**config.mk**
```make
export PLATFORM = sky130hd
export DESIGN_NAME = rst_ctrl
export DESIGN_NICKNAME = d
export VERILOG_FILES = /design/src/rtl/rst_ctrl.sv
export SDC_FILE = /design/constraint.sdc
export NUM_CORES = 1
export LEC_CHECK = 0
export ABC_CLOCK_PERIOD_IN_PS = 2000
export BUFFER_PORTS_ARGS = -buffer_cell sky130_fd_sc_hd__buf_2
export CAP_MARGIN = 20
export CORE_MARGIN = 2
export CORE_UTILIZATION = 44
export DETAILED_ROUTE_END_ITERATION = 10
export PLACE_DENSITY = 0.73
export RECOVER_POWER = 50
export REMOVE_ABC_BUFFERS = 1
export SYNTH_ARGS = -nofsm -noshare
export SYNTH_HDL_FRONTEND = slang
export SYNTH_SLANG_ARGS = --single-unit
```
**constraint.sdc**
```tcl
create_clock -name clk -period 2 [get_ports clk]
set_clock_uncertainty 0.05 [all_clocks]
set_input_delay 0.2 -clock clk [delete_from_list [all_inputs] [get_ports clk]]
set_output_delay 0.2 -clock clk [all_outputs]
set_load 0.005 [all_outputs]
```
**src/rtl/rst_ctrl.sv**
```systemverilog
// Central reset controller: sequences power-on release, software domain resets and fault escalation.
// Bus access answers one cycle after req, and is answered even while domains are held in reset.
module rst_ctrl #(
  parameter int XLEN        = 32,
  parameter int RST_WIDTH   = 10,
  parameter int HOLD_CYCLES = 16
) (
  input  logic                 clk,
  input  logic                 rstn,
  input  logic [XLEN-1:0]      addr,
  input  logic                 w_rb,
  input  logic [1:0]           acc,
  input  logic [XLEN-1:0]      wdata,
  output logic [XLEN-1:0]      rdata,
  input  logic                 req,
  output logic                 resp,
  output logic                 rst_fault,
  input  logic                 fault,
  input  logic [7:0]           fault_cause,
  input  logic [XLEN-1:0]      fault_addr,
  output logic [RST_WIDTH-1:0] rstn_vec
);

  localparam int RST_MISC    = 0;
  localparam int RST_CORE    = 1;
  localparam int RST_ROM     = 2;
  localparam int RST_TCM     = 3;
  localparam int RST_SRAM    = 4;
  localparam int RST_QSPINOR = 5;
  localparam int RST_GPIO    = 6;
  localparam int RST_UART    = 7;
  localparam int RST_TMR     = 8;
  localparam int RST_EIC     = 9;

  localparam logic [RST_WIDTH-1:0] ONE         = RST_WIDTH'(1);
  localparam logic [RST_WIDTH-1:0] MASK_MISC   = ONE << RST_MISC;
  localparam logic [RST_WIDTH-1:0] MASK_CORE   = ONE << RST_CORE;
  localparam logic [RST_WIDTH-1:0] MASK_MEM    = (ONE << RST_ROM) | (ONE << RST_TCM) |
                                                 (ONE << RST_SRAM) | (ONE << RST_QSPINOR);
  localparam logic [RST_WIDTH-1:0] MASK_PERIPH = (ONE << RST_GPIO) | (ONE << RST_UART) |
                                                 (ONE << RST_TMR) | (ONE << RST_EIC);

  localparam logic [7:0] CAUSE_POR = 8'h00;
  localparam logic [7:0] CAUSE_SW  = 8'h01;
  // Fault codes 0x10+i are raised by domain i; all other codes have no owning domain.
  localparam logic [7:0] FAULT_DOM_BASE = 8'h10;

  localparam logic [7:0] HOLD_LAST = 8'(HOLD_CYCLES - 1);
  localparam logic [7:0] HOLD_N    = 8'(HOLD_CYCLES);

  typedef enum logic [2:0] {HOLD, REL0, REL1, REL2, RUN, SWRST} state_e;

  state_e                state_q, state_d;
  logic [7:0]            cnt_q, cnt_d;
  logic [RST_WIDTH-1:0]  vec_q, vec_d;
  logic [RST_WIDTH-1:0]  mask_q, mask_d;
  logic [7:0]            cause_q, cause_d;
  logic [XLEN-1:0]       faddr_q, faddr_d;
  logic                  resp_q, resp_d;
  logic                  flt_q, flt_d;
  logic [XLEN-1:0]       rdata_q, rdata_d;

  logic                  legal;
  logic                  ctrl_wr;
  logic [RST_WIDTH-1:0]  wmask;
  logic                  fault_in_mask;
  logic                  unused_bits;

  assign unused_bits = ^{addr[XLEN-1:4], wdata[XLEN-1:RST_WIDTH]};

  always_comb begin
    legal   = (acc == 2'd2) && (addr[1:0] == 2'b00) &&
              (w_rb ? (addr[3:2] == 2'd0) : (addr[3:2] != 2'd0));
    ctrl_wr = req && legal && w_rb;
    wmask   = wdata[RST_WIDTH-1:0];

    fault_in_mask = 1'b0;
    for (int i = 0; i < RST_WIDTH; i++) begin
      if (mask_q[i] && (fault_cause == FAULT_DOM_BASE + 8'(i))) fault_in_mask = 1'b1;
    end

    resp_d  = req;
    flt_d   = req && !legal;
    rdata_d = '0;
    if (req && legal && !w_rb) begin
      case (addr[3:2])
        2'd1:    rdata_d = XLEN'(cause_q);
        2'd2:    rdata_d = faddr_q;
        2'd3:    rdata_d = XLEN'(vec_q);
        default: rdata_d = '0;
      endcase
    end
  end

  always_comb begin
    state_d = state_q;
    cnt_d   = cnt_q;
    vec_d   = vec_q;
    mask_d  = mask_q;
    cause_d = cause_q;
    faddr_d = faddr_q;

    case (state_q)
      HOLD: begin
        vec_d = '0;
        if (cnt_q == HOLD_LAST) begin
          state_d = REL0;
          cnt_d   = '0;
          vec_d   = MASK_MISC;
        end else begin
          cnt_d = cnt_q + 8'd1;
        end
      end
      REL0: begin
        state_d = REL1;
        vec_d   = vec_q | MASK_MEM;
      end
      REL1: begin
        state_d = REL2;
        vec_d   = vec_q | MASK_PERIPH;
      end
      REL2: begin
        state_d = RUN;
        vec_d   = vec_q | MASK_CORE;
      end
      RUN: begin
        if (fault) begin
          state_d = HOLD;
          cnt_d   = '0;
          vec_d   = '0;
          cause_d = fault_cause;
          faddr_d = fault_addr;
        end else if (ctrl_wr && (wmask != '0)) begin
          cause_d = CAUSE_SW;
          cnt_d   = '0;
          if (wmask[RST_MISC]) begin
            state_d = HOLD;
            vec_d   = '0;
          end else begin
            // vec is left alone this cycle so the core's store completes before its domains drop.
            state_d = SWRST;
            mask_d  = wmask;
          end
        end
      end
      SWRST: begin
        if (fault && !fault_in_mask) begin
          state_d = HOLD;
          cnt_d   = '0;
          vec_d   = '0;
          cause_d = fault_cause;
          faddr_d = fault_addr;
        end else if (cnt_q == HOLD_N) begin
          state_d = RUN;
          cnt_d   = '0;
          vec_d   = vec_q | mask_q;
        end else begin
          cnt_d = cnt_q + 8'd1;
          vec_d = vec_q & ~mask_q;
        end
      end
      default: begin
        state_d = HOLD;
        cnt_d   = '0;
        vec_d   = '0;
      end
    endcase
  end

  always_ff @(posedge clk) begin
    if (!rstn) begin
      state_q <= HOLD;
      cnt_q   <= '0;
      vec_q   <= '0;
      mask_q  <= '0;
      cause_q <= CAUSE_POR;
      faddr_q <= '0;
      resp_q  <= 1'b0;
      flt_q   <= 1'b0;
      rdata_q <= '0;
    end else begin
      state_q <= state_d;
      cnt_q   <= cnt_d;
      vec_q   <= vec_d;
      mask_q  <= mask_d;
      cause_q <= cause_d;
      faddr_q <= faddr_d;
      resp_q  <= resp_d;
      flt_q   <= flt_d;
      rdata_q <= rdata_d;
    end
  end

  assign rstn_vec  = vec_q;
  assign resp      = resp_q;
  assign rst_fault = flt_q;
  assign rdata     = rdata_q;

endmodule

```
==> impl_results.md <==
* Clock tree root buffer cell: sky130_fd_sc_hd__clkbuf_8
* Fraction of the yosys area taken by sequential cells at 0.4893
* Total routing resource utilization after global routing at 0.1930
* Biggest fanout along the worst timing path at 5
* Result of the run: finished, violations left
* Power density over cell area at 736.1 nW/um^2
* WP data required at 2.20 ns
* Clock input transition at the sequential cells of the worst setup and hold paths at 0.10 ns
* Critical Path Source Type: flop
* Synthesized netlist cell count at 418
* Start of the worst register-to-register path: mask_q[4]
* Average wire length per cell after detail routing at 14.63 um
* Number of endpoints with negative hold slack in the final report at 0
* Global-route wire length before repair at 15,810 um
* Timing-limited maximum frequency at 459.8 MHz
* Initial Util at 0.4562
* Worst Path Class, Setup: flop to flop
* NumNets Final at 665
* Mapped cell area at 4255 um^2
* Clock sink total at 104
* Setup TNS at -5.198 ns
* Synth Flop Type: sky130_fd_sc_hd__dfxtp_1
* Via count at 3,538
* Top-Level Pins at 155
* Vias in the first global route at 3,308
* Overall power consumption at 0.003984 W
* Routability congestion estimate from global placement at 0.9121
* Die area at 10,470 um^2
* Final setup violation count at 48
* Mean instance size in the synthesized netlist at 10.18 um^2
* Post-Route WL at 10,040 um
* Worst hold endpoint: resp
* Largest net degree at the start of global routing at 73
* Hold_sp: req
* Worst Setup End Kind: flop
* Remaining routing DRC violations at 0
* Clock tree from TritonCTS: yes
* Vertical die dimension at 102.3 um
* Worst Max-Slew Pin Slew at 0.6273 ns
* Fraction of layout instances using a drive strength above 1 at 0.2926
* Count of flip-flops with a built-in enable after synthesis at 0
* Synth async-reset ratio at 0
* Count of final max-slew check failures at 0
* RSZ-0062 raised after global routing: yes
* Count of warnings emitted by yosys at 0
* Ant. Diodes at 0
* Clock period minus worst slack at 2.175 ns
* Min setup slack post-route at -0.1748 ns
* Fin area at 5413 um^2
* Later-pin clock latency in the skew report at 0.37 ns
* Clock tree buffer depth at 2
* Number of DRC markers after the initial detailed-route iteration at 204
* R2R Setup Slk at -0.17 ns
* Die boundary width at 102.3 um
* Tightest slew margin relative to the limit at 0.5810
* Area inside the core boundary at 9328 um^2
* Arrival time at the worst endpoint at 2.37 ns
* Post-detailed-route via-to-cell ratio at 5.157
* Antenna violation net count after detailed routing at 0
* Seq cells post-synth at 104
* Site row count at 35
* Path class of the lowest-slack min-delay path: input pin to flop
* Residual overflow from global routing at 0
* Peak ir drop on the vdd network at 0.4036 mV
* Depth of the worst hold-timing path at 3
* First-pass detailed-route iteration total at 4
* Hpwl dp at 7341 um
* Endpoint of the lowest-slack register-to-register path: rstn_vec[4]
* Placed inst area at 5154 um^2
* Share of the cycle needed by the critical path after routing at 1.087
* Post-synth cell types at 53
* H-tree depth at 3
* Number of buffers inserted during clock tree synthesis at 9
* Antenna violations before repair at 0
* Failing checks: setup timing
* Number of port buffers at 104
* Reported leakage power at 2.259 nW
* Cells on worst reg2reg path at 7
* Synthesis-to-finish area growth at 27.20%
* Number of maximum-capacitance constraint violations at 0
-- through the flow --
| step | cells | hold slack (ns) | util | setup slack, ns |
|---|---|---|---|---|
| 2_1_floorplan | 393 | 0.2675 | - | -1.154 |
| 3_5_place_dp | 665 | 0.3892 | 0.5525 | -0.2649 |
| 4_1_cts | 685 | 0.001129 | 0.5816 | -0.1708 |
| 3_3_place_gp | 665 | 0.3827 | 0.5525 | -0.2036 |
| 5_1_grt | 686 | 0.01727 | 0.5803 | -0.2200 |
| 6_report | 686 | 0.02091 | 0.5803 | -0.1748 |
-- cells in the final DEF, fill, tap and decap left out, drive strengths merged, types with 3 or more instances in the layout --
cell type    n
nor3         4
a21oi       10
xnor2        3
clkbuf      34
mux2        10
o21bai       4
dfxtp      104
o211ai       5
a32o         8
a211oi       3
nor4         5
and2        26
nand2       13
buf        123
nor4b        3
nand3        3
nor2b       44
a221o        8
nor2        27
clkinv       3
a22oi        8
inv         10
o21ai       16
and3        10
mux2i       45
-- worst max-delay path: stages, from the launching register on --
cell	delay, ns
sky130_fd_sc_hd__dfxtp_2	0.34
sky130_fd_sc_hd__mux2_4	0.26
sky130_fd_sc_hd__a32o_2	0.26
sky130_fd_sc_hd__o31a_1	0.37
sky130_fd_sc_hd__o211ai_4	0.26
sky130_fd_sc_hd__buf_6	0.15
sky130_fd_sc_hd__o21bai_1	0.07
sky130_fd_sc_hd__a221o_1	0.29
-- kinds of logic (layout without fill, tap and decap cells) --
family | after synthesis | after routing | share of synthesized area
and+or+nand+nor | 145 | 145 | 0.1935
DFF | 104 | 104 | 0.4893
AOI/OAI and AO/OA | 76 | 76 | 0.1361
muxes | 55 | 55 | 0.1323
buffers and inverters | 32 | 171 | 0.03470
xor gates and xnor gates | 4 | 4 | 0.008234
adders and majority gates | 2 | 2 | 0.005880
-- synthesized netlist by cell type, types with 3 or more instances --
cell                       instances  area (um^2)
sky130_fd_sc_hd__clkbuf_1         18        67.56
sky130_fd_sc_hd__o21ai_0          15        75.07
sky130_fd_sc_hd__buf_2             4        20.02
sky130_fd_sc_hd__a221o_1           8        80.08
sky130_fd_sc_hd__nor2b_1          44        275.3
sky130_fd_sc_hd__and2_1           26        162.7
sky130_fd_sc_hd__nand3_1           3        15.01
sky130_fd_sc_hd__mux2_2            9        101.4
sky130_fd_sc_hd__a21oi_1           9        45.04
sky130_fd_sc_hd__nor2_1           26        97.59
sky130_fd_sc_hd__nor3_1            4        20.02
sky130_fd_sc_hd__o211ai_1          4        30.03
sky130_fd_sc_hd__nand2_1          13        48.80
sky130_fd_sc_hd__dfxtp_1         104         2082
sky130_fd_sc_hd__inv_1             7        26.28
sky130_fd_sc_hd__and3_1           10        62.56
sky130_fd_sc_hd__xnor2_1           3        26.28
sky130_fd_sc_hd__nor4_1            5        31.28
sky130_fd_sc_hd__a32o_1            8        80.08
sky130_fd_sc_hd__nor4b_1           3        26.28
sky130_fd_sc_hd__a22oi_1           8        60.06
sky130_fd_sc_hd__mux2i_1          45        450.4
sky130_fd_sc_hd__o21bai_1          4        30.03
-- power by group --
| group | switching (W) | internal [W] | leakage (nW) | total, W |
|---|---|---|---|---|
| Sequential | 0.0000461 | 0.00211 | 0.839 | 0.00216 |
| Clock | 0.000774 | 0.000620 | 0.112 | 0.00139 |
| Combinational | 0.000227 | 0.000208 | 1.31 | 0.000434 |
-- registers in the layout, summed over array words and instances (netlist names) --
name and count:
state_q 3, resp 1, rst_fault 1, rdata 32, cause_q 8, rstn_vec 10
cnt_q 8, mask_q 9, faddr_q 32
-- worst max path at each step --
stage | to | cells after the start | slack [ns] | from
after floorplan | faddr_q[0] | 6 | -1.15 | mask_q[5]
after global placement | cause_q[4] | 7 | -0.20 | fault_cause[0]
after detailed placement | rstn_vec[8] | 7 | -0.26 | fault_cause[0]
after CTS | rstn_vec[8] | 7 | -0.17 | mask_q[4]
after global routing | rstn_vec[9] | 7 | -0.22 | mask_q[4]
final | rstn_vec[4] | 7 | -0.17 | mask_q[4]
-- per-layer routing --
layer	global-route usage	wire length, um	up-vias
li1	-	-	1765
met2	0.3128	4861	99
met3	0.03420	461	7
met4	0.07487	92	0
met1	0.2569	4624	1667
met5	0	0	-
-- what timing repair did --
item	4_1_cts	5_1_grt
cloned	0	0
setup endpoints to repair	56	58
pin swaps	7	2
setup buffers	4	1
resized for setup	10	4
hold buffers	0	0
endpoints found under the hold margin	0	0
-- area by class of cell --
cell class	instances	area, um^2
Multi-Input combinational cell	282	2058
Tap cell	129	161.4
Sequential cell	104	2083
Clock inverter	7	97.59
Clock buffer	9	123.9
Inverter	7	26.28
Fill cell	826	3915
Timing Repair Buffer	148	862.1
No activity file was read; power rests on OpenSTA's default activity.
